===== src/rtl/pe_psum_packetizer_if.sv =====
// Psum-in / packet-out handshake bundle for pe_psum_packetizer.
// master: the packetizer side; slave: the PE datapath plus router port side.
interface pe_psum_packetizer_if #(
    parameter int PSUM_WIDTH   = 8,
    parameter int PACKET_WIDTH = 39
);
    logic                    psum_valid;
    logic                    psum_ready;
    logic [PSUM_WIDTH-1:0]   psum_data;
    logic                    flush;
    logic                    pkt_valid;
    logic                    pkt_ready;
    logic [PACKET_WIDTH-1:0] pkt_data;

    modport master (
        input  psum_valid, psum_data, flush, pkt_ready,
        output psum_ready, pkt_valid, pkt_data
    );

    modport slave (
        output psum_valid, psum_data, flush, pkt_ready,
        input  psum_ready, pkt_valid, pkt_data
    );
endinterface


===== src/rtl/pe_psum_packetizer.sv =====
// Packs three psums plus src/dest router addresses into one NoC packet.
// Optional `PSUM_PKT_SEQ_EN adds {count, seq} tag bits at pkt_data[35:32].
module pe_psum_packetizer #(
    parameter int PACKET_WIDTH = 39,
    parameter int PSUM_WIDTH   = 8,
    parameter int ADDR_WIDTH   = 4,
    parameter int SRC_ADDR     = 4,
    parameter int DEST_ADDR    = 3
) (
    input  logic                  clk,
    input  logic                  rst_n,
    pe_psum_packetizer_if.master  bus,
    output logic                  busy
);
    localparam int NUM_SLOTS = 3;
    localparam int PAD_W     = PACKET_WIDTH - 2*ADDR_WIDTH - NUM_SLOTS*PSUM_WIDTH;

    typedef enum logic {COLLECT, SEND} state_t;

    state_t                                 state;
    logic [1:0]                             count;
    logic [NUM_SLOTS-1:0][PSUM_WIDTH-1:0]   slot;
`ifdef PSUM_PKT_SEQ_EN
    logic [1:0]                             seq;
`endif

    logic                                   accept;
    logic                                   go_send;
    logic [1:0]                             count_nxt;
    logic [NUM_SLOTS-1:0][PSUM_WIDTH-1:0]   slot_nxt;
    logic [PAD_W-1:0]                       pad;
    logic [PACKET_WIDTH-1:0]                pkt_nxt;

    // psum_ready is only high in COLLECT, so accept never fires in SEND
    always_comb begin
        accept    = (state == COLLECT) && bus.psum_ready && bus.psum_valid;
        count_nxt = count + 2'(accept);
        slot_nxt  = slot;
        for (int i = 0; i < NUM_SLOTS; i++)
            if (accept && count == 2'(i)) slot_nxt[i] = bus.psum_data;
        go_send   = (state == COLLECT) && bus.psum_ready &&
                    ((accept && count == 2'd2) || (bus.flush && count_nxt != 2'd0));
`ifdef PSUM_PKT_SEQ_EN
        pad       = {{(PAD_W-4){1'b0}}, count_nxt, seq};
`else
        pad       = '0;
`endif
        pkt_nxt   = {pad, slot_nxt[2], slot_nxt[1], slot_nxt[0],
                     ADDR_WIDTH'(SRC_ADDR), ADDR_WIDTH'(DEST_ADDR)};
    end

    always_ff @(posedge clk or negedge rst_n) begin
        if (!rst_n) begin
            state          <= COLLECT;
            count          <= 2'd0;
            slot           <= '0;
            bus.psum_ready <= 1'b0;
            bus.pkt_valid  <= 1'b0;
            bus.pkt_data   <= '0;
            busy           <= 1'b0;
`ifdef PSUM_PKT_SEQ_EN
            seq            <= 2'd0;
`endif
        end else begin
            case (state)
                COLLECT: begin
                    count <= count_nxt;
                    slot  <= slot_nxt;
                    if (go_send) begin
                        state          <= SEND;
                        bus.psum_ready <= 1'b0;
                        bus.pkt_valid  <= 1'b1;
                        bus.pkt_data   <= pkt_nxt;
                        busy           <= 1'b1;
                    end else begin
                        bus.psum_ready <= 1'b1;
                        busy           <= (count_nxt != 2'd0);
                    end
                end
                SEND: begin
                    // Hold the packet until the router takes it; flush is ignored here.
                    if (bus.pkt_ready) begin
                        state          <= COLLECT;
                        count          <= 2'd0;
                        slot           <= '0;
                        bus.pkt_valid  <= 1'b0;
                        bus.pkt_data   <= '0;
                        bus.psum_ready <= 1'b1;
                        busy           <= 1'b0;
`ifdef PSUM_PKT_SEQ_EN
                        seq            <= seq + 2'd1;
`endif
                    end
                end
                default: state <= COLLECT;
            endcase
        end
    end
endmodule


===== src/flat_wrapper.sv =====
// flat-port wrapper written by rule: the top's interface ports become plain ports
module pe_psum_packetizer_flat 
#(
    parameter int PACKET_WIDTH = 39,
    parameter int PSUM_WIDTH   = 8,
    parameter int ADDR_WIDTH   = 4,
    parameter int SRC_ADDR     = 4,
    parameter int DEST_ADDR    = 3
)
  (clk, rst_n, busy, bus_psum_valid, bus_psum_data, bus_flush, bus_pkt_ready, bus_psum_ready, bus_pkt_valid, bus_pkt_data);
  pe_psum_packetizer_if #(.PSUM_WIDTH(PSUM_WIDTH), .PACKET_WIDTH(PACKET_WIDTH)) bus_i ();
  input  logic clk;
  input  logic rst_n;
  output logic busy;
  input wire logic [$bits(bus_i.psum_valid)-1:0] bus_psum_valid;
  input wire logic [$bits(bus_i.psum_data)-1:0] bus_psum_data;
  input wire logic [$bits(bus_i.flush)-1:0] bus_flush;
  input wire logic [$bits(bus_i.pkt_ready)-1:0] bus_pkt_ready;
  output wire logic [$bits(bus_i.psum_ready)-1:0] bus_psum_ready;
  output wire logic [$bits(bus_i.pkt_valid)-1:0] bus_pkt_valid;
  output wire logic [$bits(bus_i.pkt_data)-1:0] bus_pkt_data;
  assign bus_i.psum_valid = bus_psum_valid;
  assign bus_i.psum_data = bus_psum_data;
  assign bus_i.flush = bus_flush;
  assign bus_i.pkt_ready = bus_pkt_ready;
  assign bus_psum_ready = bus_i.psum_ready;
  assign bus_pkt_valid = bus_i.pkt_valid;
  assign bus_pkt_data = bus_i.pkt_data;
  pe_psum_packetizer #(.PACKET_WIDTH(PACKET_WIDTH), .PSUM_WIDTH(PSUM_WIDTH), .ADDR_WIDTH(ADDR_WIDTH), .SRC_ADDR(SRC_ADDR), .DEST_ADDR(DEST_ADDR)) u_core (.clk(clk), .rst_n(rst_n), .bus(bus_i), .busy(busy));
endmodule

===== config.mk =====
export PLATFORM = sky130hd
export DESIGN_NAME = pe_psum_packetizer_flat
export DESIGN_NICKNAME = d
export VERILOG_FILES = /design/src/rtl/pe_psum_packetizer_if.sv /design/src/rtl/pe_psum_packetizer.sv /design/src/flat_wrapper.sv
export SDC_FILE = /design/constraint.sdc
export NUM_CORES = 1
export LEC_CHECK = 0
export BUFFER_PORTS_ARGS = -buffer_cell sky130_fd_sc_hd__buf_2
export CAP_MARGIN = 20
export CELL_PAD_IN_SITES_DETAIL_PLACEMENT = 2
export CELL_PAD_IN_SITES_GLOBAL_PLACEMENT = 2
export CORE_ASPECT_RATIO = 1.4
export CORE_MARGIN = 1.5
export CORE_UTILIZATION = 37
export CTS_CLUSTER_SIZE = 10
export DETAILED_ROUTE_END_ITERATION = 7
export MAX_ROUTING_LAYER = met4
export PLACE_DENSITY_LB_ADDON = 0.1
export SLEW_MARGIN = 40
export SYNTH_ARGS = -nofsm -noshare
export SYNTH_HDL_FRONTEND = slang
export SYNTH_SLANG_ARGS = --single-unit

===== constraint.sdc =====
create_clock -name clk -period 3.3 [get_ports clk]
set_input_delay 0.33 -clock clk [delete_from_list [all_inputs] [get_ports clk]]
set_output_delay 0.33 -clock clk [all_outputs]
set_load 0.1 [all_outputs]

---- Word level (Yosys, flattened, before mapping) ----
Cells that the tools add are included.
word-level totals
  flip-flop bits (word level) ............. 69
  bits of input ports ..................... 13
  output and inout port bits .............. 42
  logic and storage cells ................. 47
operators by class
  add/sub/neg operators ................... 1
  equal/unequal tests ..................... 4
  mux-type cells .......................... 21
  bitwise operators ....................... 1
  reductions and logical operators ........ 11
operator list
  kind                count
  $mux 39             2
  $pmux 39 s2         1
  $pmux 24 s2         1
  $mux 24             1
  $mux 8              3
  $pmux 1 s2          4
  $logic_and 1x1->1   7
  $mux 1              7
  $pmux 2 s2          1
  $add 2x1->2         1
  $eq 2x1->1 const B  1
  $eq 2x2->1 const B  1
  $logic_not 2->1     1
  $mux 2              1
  $ne 2x1->1 const B  1
  $ne 2x2->1 const B  1
  $reduce_and 2->1    1
  $reduce_bool 2->1   1
  $logic_or 1x1->1    1
  $not 1->1           1

---- Logic depth before layout (Yosys ltp) ----
  word-level depth ........................ 10
  gate-level depth with buffers ........... 9

---- Worst setup path after synthesis ----
Ideal clock, no wire load.
  path kind ............................... register to register
  from .................................... register u_core.bus.psum_ready
  to ...................................... register u_core.bus.pkt_data[11]
  setup time .............................. 128 ps
  arrival time ............................ 2587 ps
  required time ........................... 3172 ps
  slack ................................... 585 ps
  cell stages (with the launch flop) ...... 9
  clock period less this slack ............ 2715 ps
  cell sequence ........................... dfrtp_1 -> nand3b_1 -> inv_2 -> ha_1 -> nor2b_1 -> nor3_2 -> o21ai_4 -> buf_6 -> mux2_1
between the ends
  longest elaborated chain between the ends .. 9
  elaborated cells on any way between the ends .. 14
  classes of those cells .................. add/sub: 1; eq/ne: 1; mux: 3; reduce/logical: 9
RTL lines
  what                               line                                                RTL
  from (decl)                        pe_psum_packetizer_if.sv:17                         output psum_ready, pkt_valid, pkt_data
  from (signal assigned)             pe_psum_packetizer.sv:57                            bus.psum_ready <= 1'b0;
  from (signal assigned)             pe_psum_packetizer.sv:71                            bus.psum_ready <= 1'b0;
  from (signal assigned)             pe_psum_packetizer.sv:76                            bus.psum_ready <= 1'b1;
  $logic_and 1x1->1 *                pe_psum_packetizer.sv:36, pe_psum_packetizer.sv:41
  $logic_and 1x1->1                  pe_psum_packetizer.sv:36                            accept = (state == COLLECT) && bus.psum_ready && bus.psum_valid;
  $add 2x1->2                        pe_psum_packetizer.sv:37                            count_nxt = count + 2'(accept);
  $reduce_bool 2->1                  pe_psum_packetizer.sv:42                            ((accept && count == 2'd2) || (bus.flush && count_nxt != 2'd0));
  $logic_and 1x1->1                  pe_psum_packetizer.sv:42
  $logic_or 1x1->1                   pe_psum_packetizer.sv:42
  $logic_and 1x1->1                  pe_psum_packetizer.sv:41                            go_send = (state == COLLECT) && bus.psum_ready &&
  $ne 2x1->1 (no source line)        --
  $reduce_and 2->1 (no source line)  --
  to (signal assigned)               pe_psum_packetizer.sv:73                            bus.pkt_data <= pkt_nxt;
  to (decl)                          pe_psum_packetizer_if.sv:17
Every way passes the cells marked *; elsewhere a longest branch is shown, timed or not. The select of a mux whose other input is x is not followed.
A chain may end at the register's enable or synchronous reset.

---- Worst setup path in the final report ----
  from .................................... register u_core.state
  to ...................................... register u_core.bus.pkt_data[17]
between the ends
  longest elaborated chain between the ends .. 10
  elaborated cells on any way between the ends .. 16
  classes of those cells .................. add/sub: 1; eq/ne: 2; mux: 3; bitwise: 1; reduce/logical: 9
RTL lines
  what                               line                                                                          RTL
  from (decl)                        pe_psum_packetizer.sv:20                                                      state_t state;
  from (signal assigned)             pe_psum_packetizer.sv:54                                                      state <= COLLECT;
  from (signal assigned)             pe_psum_packetizer.sv:70                                                      state <= SEND;
  from (signal assigned)             pe_psum_packetizer.sv:83                                                      state <= COLLECT;
  $not 1->1                          pe_psum_packetizer.sv:36, pe_psum_packetizer.sv:41, pe_psum_packetizer.sv:65
  $logic_and 1x1->1                  pe_psum_packetizer.sv:36, pe_psum_packetizer.sv:41
  $logic_and 1x1->1                  pe_psum_packetizer.sv:36
  $add 2x1->2                        pe_psum_packetizer.sv:37
  $reduce_bool 2->1                  pe_psum_packetizer.sv:42
  $logic_and 1x1->1                  pe_psum_packetizer.sv:42
  $logic_or 1x1->1                   pe_psum_packetizer.sv:42
  $logic_and 1x1->1                  pe_psum_packetizer.sv:41
  $ne 2x1->1 (no source line)        --
  $reduce_and 2->1 (no source line)  --
Parallel ways exist; a longest one is shown, timed or not. The select of a mux whose other input is x is not followed.

==> reports/results.ini <==
[synthesis]
synth_adder_area_share = 0.00497
synth-simple-area-share = 0.0820
syn_area_per_cell_um2 = 11.3
synth_compound_area_frac = 0.187
synth-xor-area-share = 0
syn-cell-area_um2 = 2520
yosys_warnings = 0
syn_inst = 222
synth_edf_count = 0
yosys.cell_types.count = 35
synth_top_family_by_area = compound AO/OA/AOI/OAI gates
muxShareOfSynthArea = 0.104
ys_seq_area_frac = 0.537
ys.flop_type = dfrtp_1
synth_seq_cells = 54
async_flop_share = 1.00

[die]
fp.dieW_um = 72.7
ios = 55
rows = 35
coreArea_um2 = 6570
start_util = 0.383
die_h_um = 101
dieArea_um2 = 7310

[sta]
worst_pin_slew_ns = 0.720
fin_setup_tns_ns = 0
hold_violations = 0
max-slew-margin-rel = 0.518
finClkSkew_ns = 0.0102
fmax_mhz = 401
setup_viol = 0
period_share = 0.755
layout_min_cycle_time_ns = 2.49
drv_slew = 0
rsz0062_at_grt = false

[cts]
cts_num_sinks = 54
cts_buffers = 5
cts_tree = yes
post-cts-setup-buffers = 0
clock_latency_ns = 0.31
cts_root_buffer = clkbuf_8
cts_buffer_depth = 2
h-tree-depth = 2
path_clk_slew_ns = 0.10
cts_hold_buffers = 0
ctsResizeCount = 0

[cells_and_area]
nNetsFinal = 276
fill_cells = 729
multiInputGateArea_um2 = 997
syn2layout_area_growth_pct = 11.8
num_antenna_cells = 0
drive_gt1_frac = 0.255
regArea_um2 = 1350

[placement]
port_buffers = 42
routabilityCongestion = 0.717
hpwl_mm = 4.36

[run_status]
status = finished clean

[drt]
remaining_drc_errors = 0
dr.pass1.iters = 3
viasPerCell = 5.28
wl_per_cell_um = 17.7
drt-initial-drc-count = 76
detail-route-antenna-nets = 0
vias = 1778
routed_wirelength_mm = 5.98

[global_route]
grt_pass1_wl_mm = 9.76
track_usage = 0.181
grt_max_degree = 29
grt_pass1_vias = 1878
grt-ovfl-total = 0
antenna_found_initial = 0

[setup_path]
r2r_slack_ns = 0.81
cp_max_fo = 19
cp.required_ns = 3.54
criticalPathCategory = flop to flop
crit_path_end_kind = flop
rr_endpoint = u_core.bus.pkt_data[17]$_DFFE_PN0P_
r2r-start = u_core.state$_DFF_PN0_
rr_worst_depth = 8
crit_arrival_ns = 2.74
crit_path_start_kind = flop

[run]
drv_cap = 0

[hold_path]
hold_class = primary input to async pin

cells in the final DEF (no fill, tap or decap), types with 7 or more instances in the layout:
master and instances:
dfrtp_1 54, buf_2 42, a22oi_1 7, o21ai_0 19, mux2i_1 7, mux2_1 13, inv_1 8, nand2_1 31
a2bb2o_1 8, o2bb2ai_1 8, conb_1 12
cell type report:
| class | instances | share of cell area |
|---|---|---|
| sequential | 54 | 0.480 |
| multi-input combinational | 145 | 0.354 |
| timing repair buffer | 46 | 0.0854 |
| tap | 74 | 0.0329 |
| clock buffer | 7 | 0.0307 |
| inverter | 10 | 0.0133 |
| clock inverter | 1 | 0.00311 |
worst max-delay path, cell delays in order, from the launching register on:
cell      delay, ns
dfrtp_1        0.38
nand3b_1       0.21
inv_2          0.18
ha_1           0.26
nor2b_1        0.21
nor3_2         0.09
o21ai_4        0.59
buf_4          0.29
mux2i_1        0.19
cell families after synthesis:
family                     Yosys count
and+or+nand+nor                     46
adders and majority gates            1
buffers and inverters               34
muxes                               24
DFF                                 54
other                                1
AOI/OAI and AO/OA                   62
through the flow:
| step | util | hold WS (ns) | instances | setup slack, ns | area (um2) |
|---|---|---|---|---|---|
| 2_1_floorplan | - | 0.0344 | 233 | 0.585 | 2560 |
| 3_3_place_gp | 0.414 | 0.399 | 329 | 0.897 | 2720 |
| 3_5_place_dp | 0.414 | 0.404 | 329 | 0.750 | 2720 |
| 4_1_cts | 0.428 | 0.0553 | 337 | 0.739 | 2810 |
| 5_1_grt | 0.428 | 0.0644 | 337 | 0.534 | 2810 |
| 6_report | 0.428 | 0.0265 | 337 | 0.808 | 2810 |
layer usage:
layer	up-vias	routed length, um	part of all wire	track usage
met5	-	0	0	-
met4	0	69	0.012	0.0479
met3	7	136	0.023	0.0270
met2	27	2960	0.49	0.296
met1	904	2820	0.47	0.233
li1	840	-	-	-
worst max path at each step:
stage | startpoint | cells past startpoint | endpoint
after floorplan | u_core.bus.psum_ready$_DFFE_PN0P_ | 8 | u_core.bus.pkt_data[11]$_DFFE_PN0P_
after global placement | bus_psum_valid | 9 | u_core.bus.pkt_data[20]$_DFFE_PN0P_
after detailed placement | u_core.state$_DFF_PN0_ | 8 | u_core.bus.pkt_data[17]$_DFFE_PN0P_
after CTS | u_core.bus.psum_ready$_DFFE_PN0P_ | 8 | u_core.bus.pkt_data[17]$_DFFE_PN0P_
after global routing | u_core.bus.psum_ready$_DFFE_PN0P_ | 8 | u_core.bus.pkt_data[20]$_DFFE_PN0P_
final | u_core.state$_DFF_PN0_ | 8 | u_core.bus.pkt_data[17]$_DFFE_PN0P_
state kept, by name, summed over array words and instances (netlist names):
register / flops
u_core.state: 1
u_core.count: 2
u_core.bus.psum_ready: 1
u_core.slot: 24
u_core.busy: 1
u_core.bus.pkt_data: 25
cell usage after synthesis (all sizes together) (5+ instances only):
master   instances  area, um2
nand2           31        116
o2bb2ai          8       70.1
a31o             5       43.8
inv              9       33.8
dfrtp           54       1350
o21ai           20        111
mux2            17        191
buf             21        161
a22oi            7       52.6
a22o             6       52.6
mux2i            7       70.1
a2bb2o           8       80.1
Power is not shown: default switching activity piles up to over one toggle a cycle in this logic, so the estimate is an artifact.
